[src/rtl/bram_axi_lite_ctrl_if.sv]
// AXI4-Lite slave bus plus the narrow BRAM port driven by bram_axi_lite_ctrl.
// The slave modport is the controller's view; master is the initiator/BRAM side.
interface bram_axi_lite_ctrl_if #(
  parameter int ADDR_BITW = 32,
  parameter int DATA_BITW = 32
);
  logic [ADDR_BITW-1:0]   AwAddr_DI;
  logic                   AwValid_SI;
  logic                   AwReady_SO;
  logic [DATA_BITW-1:0]   WData_DI;
  logic [DATA_BITW/8-1:0] WStrb_DI;
  logic                   WValid_SI;
  logic                   WReady_SO;
  logic [1:0]             BResp_DO;
  logic                   BValid_SO;
  logic                   BReady_SI;
  logic [ADDR_BITW-1:0]   ArAddr_DI;
  logic                   ArValid_SI;
  logic                   ArReady_SO;
  logic [DATA_BITW-1:0]   RData_DO;
  logic [1:0]             RResp_DO;
  logic                   RValid_SO;
  logic                   RReady_SI;
  logic                   Bram_En_SO;
  logic [ADDR_BITW-1:0]   Bram_Addr_SO;
  logic [DATA_BITW/8-1:0] Bram_WrEn_SO;
  logic [DATA_BITW-1:0]   Bram_Wr_DO;
  logic [DATA_BITW-1:0]   Bram_Rd_DI;

  modport slave (
    input  AwAddr_DI, AwValid_SI, WData_DI, WStrb_DI, WValid_SI, BReady_SI,
           ArAddr_DI, ArValid_SI, RReady_SI, Bram_Rd_DI,
    output AwReady_SO, WReady_SO, BResp_DO, BValid_SO, ArReady_SO,
           RData_DO, RResp_DO, RValid_SO,
           Bram_En_SO, Bram_Addr_SO, Bram_WrEn_SO, Bram_Wr_DO
  );

  modport master (
    output AwAddr_DI, AwValid_SI, WData_DI, WStrb_DI, WValid_SI, BReady_SI,
           ArAddr_DI, ArValid_SI, RReady_SI, Bram_Rd_DI,
    input  AwReady_SO, WReady_SO, BResp_DO, BValid_SO, ArReady_SO,
           RData_DO, RResp_DO, RValid_SO,
           Bram_En_SO, Bram_Addr_SO, Bram_WrEn_SO, Bram_Wr_DO
  );
endinterface

[src/rtl/bram_axi_lite_ctrl.sv]
// Single-outstanding AXI4-Lite slave mapping 32-bit register accesses onto a BRAM port,
// with round-robin arbitration between complete write requests and reads.
module bram_axi_lite_ctrl #(
  parameter int ADDR_BITW  = 32,
  parameter int DATA_BITW  = 32,
  parameter int MEM_BYTES  = 4096,
  parameter int RD_LATENCY = 1
) (
  input  logic Clk_CI,
  input  logic Rst_RI,
  output logic Bram_Clk_CO,
  output logic Bram_Rst_RO,
  bram_axi_lite_ctrl_if.slave bus
);
  localparam int STRB_W = DATA_BITW / 8;
  localparam logic [1:0] RESP_OKAY   = 2'b00;
  localparam logic [1:0] RESP_SLVERR = 2'b10;
  localparam logic [ADDR_BITW:0] MEM_LIM = (ADDR_BITW+1)'(MEM_BYTES);
  localparam logic [1:0] WAIT_CNT = 2'(RD_LATENCY - 1);

  typedef enum logic [2:0] {IDLE, WR, WRESP, RD, RWAIT, RRESP} state_e;

  state_e                 state_q;
  logic                   last_wr_q;
  logic                   in_range_q;
  logic [1:0]             cnt_q;
  logic                   bram_en_q;
  logic [STRB_W-1:0]      bram_wren_q;
  logic [ADDR_BITW-1:0]   bram_addr_q;
  logic [DATA_BITW-1:0]   bram_wr_q;
  logic [1:0]             bresp_q;
  logic [1:0]             rresp_q;
  logic [DATA_BITW-1:0]   rdata_q;

  logic wr_pend, rd_pend, idle_ok, wr_sel, rd_sel, cap_now;
  logic [DATA_BITW-1:0] rd_cap;
  logic [1:0]           rresp_now;

  function automatic logic addr_ok(input logic [ADDR_BITW-1:0] a);
    return {1'b0, a} < MEM_LIM;
  endfunction

  function automatic logic [ADDR_BITW-1:0] word_addr(input logic [ADDR_BITW-1:0] a);
    return {a[ADDR_BITW-1:2], 2'b00};
  endfunction

  // Readies are held low during reset so nothing is accepted while Rst_RI is high.
  always_comb begin
    wr_pend = bus.AwValid_SI & bus.WValid_SI;
    rd_pend = bus.ArValid_SI;
    idle_ok = (state_q == IDLE) & ~Rst_RI;
    rd_sel  = idle_ok & rd_pend & (~wr_pend | last_wr_q);
    wr_sel  = idle_ok & wr_pend & (~rd_pend | ~last_wr_q);
  end

  // In the final RWAIT cycle the response is presented straight from the BRAM
  // output while it is captured, so RValid rises in the capture cycle itself.
  always_comb begin
    cap_now   = (state_q == RWAIT) && (cnt_q == 2'd0);
    rd_cap    = in_range_q ? bus.Bram_Rd_DI : '0;
    rresp_now = in_range_q ? RESP_OKAY : RESP_SLVERR;
  end

  always_ff @(posedge Clk_CI or posedge Rst_RI) begin
    if (Rst_RI) begin
      state_q     <= IDLE;
      last_wr_q   <= 1'b1;
      in_range_q  <= 1'b0;
      cnt_q       <= 2'd0;
      bram_en_q   <= 1'b0;
      bram_wren_q <= '0;
      bram_addr_q <= '0;
      bram_wr_q   <= '0;
      bresp_q     <= RESP_OKAY;
      rresp_q     <= RESP_OKAY;
      rdata_q     <= '0;
    end else begin
      case (state_q)
        IDLE: begin
          if (rd_sel) begin
            state_q     <= RD;
            last_wr_q   <= 1'b0;
            in_range_q  <= addr_ok(bus.ArAddr_DI);
            bram_en_q   <= addr_ok(bus.ArAddr_DI);
            bram_wren_q <= '0;
            bram_addr_q <= word_addr(bus.ArAddr_DI);
          end else if (wr_sel) begin
            state_q     <= WR;
            last_wr_q   <= 1'b1;
            in_range_q  <= addr_ok(bus.AwAddr_DI);
            bram_en_q   <= addr_ok(bus.AwAddr_DI);
            bram_wren_q <= addr_ok(bus.AwAddr_DI) ? bus.WStrb_DI : '0;
            bram_addr_q <= word_addr(bus.AwAddr_DI);
            bram_wr_q   <= bus.WData_DI;
          end
        end
        WR: begin
          bram_en_q   <= 1'b0;
          bram_wren_q <= '0;
          bresp_q     <= in_range_q ? RESP_OKAY : RESP_SLVERR;
          state_q     <= WRESP;
        end
        WRESP: begin
          if (bus.BReady_SI) state_q <= IDLE;
        end
        RD: begin
          bram_en_q <= 1'b0;
          cnt_q     <= WAIT_CNT;
          state_q   <= RWAIT;
        end
        RWAIT: begin
          if (cnt_q != 2'd0) begin
            cnt_q <= cnt_q - 2'd1;
          end else begin
            rdata_q <= rd_cap;
            rresp_q <= rresp_now;
            state_q <= bus.RReady_SI ? IDLE : RRESP;
          end
        end
        RRESP: begin
          if (bus.RReady_SI) state_q <= IDLE;
        end
        default: state_q <= IDLE;
      endcase
    end
  end

  assign Bram_Clk_CO      = Clk_CI;
  assign Bram_Rst_RO      = Rst_RI;
  assign bus.AwReady_SO   = wr_sel;
  assign bus.WReady_SO    = wr_sel;
  assign bus.ArReady_SO   = rd_sel;
  assign bus.BValid_SO    = (state_q == WRESP);
  assign bus.BResp_DO     = bresp_q;
  assign bus.RValid_SO    = cap_now | (state_q == RRESP);
  assign bus.RData_DO     = cap_now ? rd_cap : rdata_q;
  assign bus.RResp_DO     = cap_now ? rresp_now : rresp_q;
  assign bus.Bram_En_SO   = bram_en_q;
  assign bus.Bram_WrEn_SO = bram_wren_q;
  assign bus.Bram_Addr_SO = bram_addr_q;
  assign bus.Bram_Wr_DO   = bram_wr_q;
endmodule

[src/flat_wrapper.sv]
// flat-port wrapper written by rule: the top's interface ports become plain ports
module bram_axi_lite_ctrl_flat 
#(
  parameter int ADDR_BITW  = 32,
  parameter int DATA_BITW  = 32,
  parameter int MEM_BYTES  = 4096,
  parameter int RD_LATENCY = 1
)
  (Clk_CI, Rst_RI, Bram_Clk_CO, Bram_Rst_RO, bus_AwAddr_DI, bus_AwValid_SI, bus_WData_DI, bus_WStrb_DI, bus_WValid_SI, bus_BReady_SI, bus_ArAddr_DI, bus_ArValid_SI, bus_RReady_SI, bus_Bram_Rd_DI, bus_AwReady_SO, bus_WReady_SO, bus_BResp_DO, bus_BValid_SO, bus_ArReady_SO, bus_RData_DO, bus_RResp_DO, bus_RValid_SO, bus_Bram_En_SO, bus_Bram_Addr_SO, bus_Bram_WrEn_SO, bus_Bram_Wr_DO);
  bram_axi_lite_ctrl_if #(.ADDR_BITW(ADDR_BITW), .DATA_BITW(DATA_BITW)) bus_i ();
  input  logic Clk_CI;
  input  logic Rst_RI;
  output logic Bram_Clk_CO;
  output logic Bram_Rst_RO;
  input wire logic [$bits(bus_i.AwAddr_DI)-1:0] bus_AwAddr_DI;
  input wire logic [$bits(bus_i.AwValid_SI)-1:0] bus_AwValid_SI;
  input wire logic [$bits(bus_i.WData_DI)-1:0] bus_WData_DI;
  input wire logic [$bits(bus_i.WStrb_DI)-1:0] bus_WStrb_DI;
  input wire logic [$bits(bus_i.WValid_SI)-1:0] bus_WValid_SI;
  input wire logic [$bits(bus_i.BReady_SI)-1:0] bus_BReady_SI;
  input wire logic [$bits(bus_i.ArAddr_DI)-1:0] bus_ArAddr_DI;
  input wire logic [$bits(bus_i.ArValid_SI)-1:0] bus_ArValid_SI;
  input wire logic [$bits(bus_i.RReady_SI)-1:0] bus_RReady_SI;
  input wire logic [$bits(bus_i.Bram_Rd_DI)-1:0] bus_Bram_Rd_DI;
  output wire logic [$bits(bus_i.AwReady_SO)-1:0] bus_AwReady_SO;
  output wire logic [$bits(bus_i.WReady_SO)-1:0] bus_WReady_SO;
  output wire logic [$bits(bus_i.BResp_DO)-1:0] bus_BResp_DO;
  output wire logic [$bits(bus_i.BValid_SO)-1:0] bus_BValid_SO;
  output wire logic [$bits(bus_i.ArReady_SO)-1:0] bus_ArReady_SO;
  output wire logic [$bits(bus_i.RData_DO)-1:0] bus_RData_DO;
  output wire logic [$bits(bus_i.RResp_DO)-1:0] bus_RResp_DO;
  output wire logic [$bits(bus_i.RValid_SO)-1:0] bus_RValid_SO;
  output wire logic [$bits(bus_i.Bram_En_SO)-1:0] bus_Bram_En_SO;
  output wire logic [$bits(bus_i.Bram_Addr_SO)-1:0] bus_Bram_Addr_SO;
  output wire logic [$bits(bus_i.Bram_WrEn_SO)-1:0] bus_Bram_WrEn_SO;
  output wire logic [$bits(bus_i.Bram_Wr_DO)-1:0] bus_Bram_Wr_DO;
  assign bus_i.AwAddr_DI = bus_AwAddr_DI;
  assign bus_i.AwValid_SI = bus_AwValid_SI;
  assign bus_i.WData_DI = bus_WData_DI;
  assign bus_i.WStrb_DI = bus_WStrb_DI;
  assign bus_i.WValid_SI = bus_WValid_SI;
  assign bus_i.BReady_SI = bus_BReady_SI;
  assign bus_i.ArAddr_DI = bus_ArAddr_DI;
  assign bus_i.ArValid_SI = bus_ArValid_SI;
  assign bus_i.RReady_SI = bus_RReady_SI;
  assign bus_i.Bram_Rd_DI = bus_Bram_Rd_DI;
  assign bus_AwReady_SO = bus_i.AwReady_SO;
  assign bus_WReady_SO = bus_i.WReady_SO;
  assign bus_BResp_DO = bus_i.BResp_DO;
  assign bus_BValid_SO = bus_i.BValid_SO;
  assign bus_ArReady_SO = bus_i.ArReady_SO;
  assign bus_RData_DO = bus_i.RData_DO;
  assign bus_RResp_DO = bus_i.RResp_DO;
  assign bus_RValid_SO = bus_i.RValid_SO;
  assign bus_Bram_En_SO = bus_i.Bram_En_SO;
  assign bus_Bram_Addr_SO = bus_i.Bram_Addr_SO;
  assign bus_Bram_WrEn_SO = bus_i.Bram_WrEn_SO;
  assign bus_Bram_Wr_DO = bus_i.Bram_Wr_DO;
  bram_axi_lite_ctrl #(.ADDR_BITW(ADDR_BITW), .DATA_BITW(DATA_BITW), .MEM_BYTES(MEM_BYTES), .RD_LATENCY(RD_LATENCY)) u_core (.Clk_CI(Clk_CI), .Rst_RI(Rst_RI), .Bram_Clk_CO(Bram_Clk_CO), .Bram_Rst_RO(Bram_Rst_RO), .bus(bus_i));
endmodule
[config.mk]
export PLATFORM = sky130hd
export DESIGN_NAME = bram_axi_lite_ctrl_flat
export DESIGN_NICKNAME = d
export VERILOG_FILES = /design/src/rtl/bram_axi_lite_ctrl_if.sv /design/src/rtl/bram_axi_lite_ctrl.sv /design/src/flat_wrapper.sv
export SDC_FILE = /design/constraint.sdc
export NUM_CORES = 1
export LEC_CHECK = 0
export CAP_MARGIN = 30
export CORE_MARGIN = 4
export CORE_UTILIZATION = 40
export DETAILED_ROUTE_END_ITERATION = 16
export GPL_TIMING_DRIVEN = 0
export PLACE_DENSITY = 0.89
export RECOVER_POWER = 100
export SLEW_MARGIN = 0
export SYNTH_ARGS = -nofsm -noshare
export SYNTH_HDL_FRONTEND = slang
export SYNTH_SLANG_ARGS = --single-unit
[constraint.sdc]
create_clock -name Clk_CI -period 9.15 [get_ports Clk_CI]
set_input_delay 2.745 -clock Clk_CI [delete_from_list [all_inputs] [get_ports Clk_CI]]
set_output_delay 2.745 -clock Clk_CI [all_outputs]
set_load 0.05 [all_outputs]
-- Word-level counts from Yosys, hierarchy flattened
Cells that the tools add are included.
- flip-flop bits (word level): 112
- word-level logic and storage cells: 79
- output and inout bits: 112
- input port bits: 139
- reductions and logical operators: 16
- mux-type cells: 24
- equality and inequality tests: 10
- bitwise gates (word level): 15
- magnitude comparators: 2
- add/subtract/negate cells: 1
- operators by type and width (kind ; number):
    $mux 32 ; 4
    $lt 32x13->1 const B ; 2
    $mux 3 ; 6
    $pmux 3 s6 ; 1
    $mux 4 ; 3
    $reduce_and 2->1 ; 5
    $reduce_bool 2->1 ; 5
    $ne 2x2->1 const B ; 4
    $pmux 4 s2 ; 1
    $and 1x1->1 ; 6
    $eq 3x2->1 const B ; 2
    $eq 3x3->1 const B ; 2
    $mux 2 ; 3
    $not 1->1 ; 6
    $mux 1 ; 4
    $pmux 2 s2 ; 1
    $reduce_and 4->1 ; 1
    $eq 3x1->1 const B ; 1
    $logic_not 3->1 ; 1
    $ne 3x3->1 const B ; 1
    $or 1x1->1 ; 3
    $reduce_and 3->1 ; 1
    $logic_not 2->1 ; 1
    $pmux 1 s2 ; 1
    other kinds (3) ; 3

-- Depth between registers and ports, before layout
- depth in word-level cells: 7
- mapped depth: 7
- gate-level depth less buffers: 5

==> Implementation_results.wiki <==
{| class="wikitable"
! Metric !! Value
|-
| Total standard cell area after synthesis || 4710 sq um
|-
| Required @ worst endpoint || 6410 ps
|-
| Cell chain of the critical path || dlygate4sd3_1, nor4_1, nand3_2, inv_1, clkbuf_1, dlygate4sd3_1
|-
| Vias in the first global route || 4,536
|-
| RePlAce Congestion || 0.865
|-
| Number of standard cells in the final layout excluding fillers || 841
|-
| Post-route antenna net violation count || 0
|-
| Number of search-and-repair iterations in the first detailed-routing pass || 4
|-
| Horiz. Die Dim || around 120 um
|-
| Cell with the biggest individual delay on the critical path || sky130_fd_sc_hd__dlygate4sd3_1
|-
| Setup-violating endpoint count in the final report || 0
|-
| Total number of vias || 4,207
|-
| Io pins || 251
|-
| Tightest Pin Transition || 3450 ps
|-
| Yosys warning count || 0
|-
| Proportion of netlist area held by the largest area contributor || 0.568
|-
| Mean instance size in the synthesized netlist || 10.9 sq um
|-
| Dpl cells || between 800 and 900
|-
| Most common cell after layout, fill and taps aside || sky130_fd_sc_hd__dlygate4sd3_1
|-
| Kind of critical path || input pin to output port
|-
| Cell type contributing the most total cell area after synthesis || sky130_fd_sc_hd__dfrtp_1
|-
| Core occupancy in the finished layout || 0.659
|-
| Delay contributed by the slowest stage of the critical path || 940 ps
|-
| Worst VDD drop || 0.000281 V
|-
| Final max-slew violation count || 111
|-
| Most frequent cell on the critical path || sky130_fd_sc_hd__dlygate4sd3_1
|-
| Hold Violations, Final || 0
|-
| Top flip-flop cell by instance count after synthesis || sky130_fd_sc_hd__dfrtp_1
|-
| Detailed placer's ending HPWL || 11,300 um
|-
| Number of nets in the finished design || 833
|-
| RSZ-0062 raised after global routing || false
|-
| Proportion of layout cells with a drive suffix above 1 || 0.0545
|-
| Max Cap Viol || 2
|-
| Clock period minus final worst setup slack || 8520 ps
|-
| Starting utilization of the core area || 0.411
|-
| Top library cells by usage in the layout, fill and taps aside || sky130_fd_sc_hd__dlygate4sd3_1, sky130_fd_sc_hd__nand2_1, sky130_fd_sc_hd__dfrtp_1, sky130_fd_sc_hd__clkdlybuf4s50_1, sky130_fd_sc_hd__o21ai_0
|-
| Global-route wire length before repair || 22,600 um
|-
| Overall die area || 13,600 sq um
|-
| Synth Register Bits || 108
|-
| CTS tree || built
|-
| Kind of launch point of the worst setup path || input pin
|-
| Clk_lat worst skew || about 450 ps
|-
| Setup Total Neg Slack || 0 ps
|-
| Via density || 5.00
|-
| Number of DRC markers in iteration 0 || 151
|-
| Area of all placed cells without fillers || 7560 sq um
|-
| Maximum achievable frequency || 117 MHz
|-
| Core area || 11,500 sq um
|-
| Worst-path clk slew || 70 ps
|-
| Cts-stage hold buffer count || 0
|-
| Async set-reset flop share out of synthesis || 1.00
|-
| Total DRC errors in the routed layout || 0
|-
| # fillers || 903
|-
| Leakage power || approximately 3.3 nW
|-
| P per Cell Area || 369 nW/um^2
|-
| Violations in the final reports || capacitance limit, slew limit
|-
| Crit. End Element || output port
|-
| Top post-synthesis cells by area || sky130_fd_sc_hd__dfrtp_1, sky130_fd_sc_hd__nand2_1, sky130_fd_sc_hd__mux2_4
|-
| Growth of design area from synthesis to finish || 60.4%
|-
| Path class of the lowest-slack min-delay path || flop to flop
|-
| Portion of the post-synthesis area used by sequential elements || 0.574
|-
| Area after detailed placement || between 7000 and 8000 sq um
|-
| Largest net degree at the start of global routing || 66
|-
| Worst-case headroom to the max-slew limit || -1.30
|-
| Unique masters post-synth || 41
|-
| Pre-CTS setup slack || 1040 ps
|-
| Per-cell routed wire length || 17.0 um
|-
| Run status || finished with violations
|-
| Die Height || 117 um
|-
| Number of port buffers || 242
|-
| Number of flops mapped to enable cells by yosys || 0
|-
| Post-detailed-routing wire length || roughly 14,000 um
|-
| Instance count of the mapped netlist || 433
|-
| Worst setup skew after layout || 9.55 ps
|-
| Fraction of the cycle the final worst path needs || 0.931
|-
| Congestion Overflow GR || 0
|-
| Placement Rows || 39
|-
| Maximum fanout along the worst path || 10
|-
| Setup Fix Bufs, Post-CTS || 0
|-
| Initial antenna violation count || 0
|-
| Cells resized by post-CTS repair || 0
|-
| Arrival time at the worst endpoint || 5770 ps
|-
| Setup slack after layout || 632 ps
|-
| Global routing usage summed across all routing layers || 0.213
|}
-- flip-flops by register name, summed over array words and instances (netlist names) --
register / flops
u_core.bus.Bram_Addr_SO: 30
u_core.rresp_q: 1
u_core.bus.Bram_WrEn_SO: 4
u_core.bus.Bram_Wr_DO: 32
u_core.bus.BResp_DO: 1
u_core.bus.Bram_En_SO: 1
u_core.in_range_q: 1
u_core.state_q: 3
u_core.last_wr_q: 1
u_core.cnt_q: 2
u_core.rdata_q: 32
-- report_power, final --
part	total, mW	switching, mW	internal [mW]
clock network	0.480	0.195	0.285
registers	0.787	0.0968	0.690
logic	1.52	1.07	0.450
-- cells by family after synthesis --
logic type,Yosys count,share of synthesized area
adder cells (fa/ha/maj),1,0.00265
AO/OA/AOI/OAI,85,0.101
other,1,0.000795
AND/OR/NAND/NOR,149,0.142
multiplexers,51,0.137
buffers and inverters,38,0.0427
flip-flops,108,0.574
-- cells in the mapped netlist (all sizes together), types with 2 or more instances --
master,number
buf,14
o21ai,58
nand4,3
a31oi,10
clkbuf,18
a22o,4
dfrtp,107
mux2,32
nor3,2
nand2,109
a311oi,2
a21oi,6
nor2b,2
nand3b,2
nor4,11
or3,2
nand3,2
mux2i,19
nor2,13
inv,6
-- final cells by class --
type / count / area [sq um] / area share
clock buffer: 15 / 328 / 0.0433
tap: 143 / 179 / 0.0237
inverter: 6 / 23.8 / 0.00314
multi-input combinational: 290 / 1710 / 0.226
timing repair buffer: 242 / 2420 / 0.319
sequential: 108 / 2700 / 0.358
antenna: 1 / 2.50 / 0.000331
buffer: 32 / 154 / 0.0204
clock inverter: 4 / 50.0 / 0.00662
-- critical path: cells and delay by family --
family	cells	cell delay (ps)
simple gates	2	960
buf+inv	4	2060
-- worst paths after layout --
path / endpoint / slack [ps] / start / cells past startpoint
max in group asynchronous: u_core.bus.Bram_Wr_DO[2] / 1910 / Rst_RI / 3
max: bus_ArReady_SO / 630 / Rst_RI / 6
min reg2reg: u_core.bus.Bram_Addr_SO[29] / 480 / u_core.bus.Bram_Addr_SO[29] / 2
min in group asynchronous: u_core.state_q[1] / 3310 / Rst_RI / 2
max reg2reg: u_core.bus.Bram_WrEn_SO[3] / 6260 / u_core.state_q[2] / 5
min: u_core.bus.Bram_Addr_SO[29] / 480 / u_core.bus.Bram_Addr_SO[29] / 2
-- metrics by stage --
step / power [mW] / hold WS [ps]
after global routing: 2.93 / 492
after CTS: 2.97 / 479
after floorplan: 1.90 / 443
after detailed placement: 2.51 / 467
final: 2.79 / 477
after global placement: 2.47 / 456
-- layer usage --
layer,track usage,share of wire,vias up
met4,0.0879,0.021,0
met1,0.255,0.39,2014
met3,0.0528,0.077,24
met2,0.366,0.52,169
met5,0,0,-
li1,-,-,2000
Note: power is estimated with default switching activity, not from simulation.
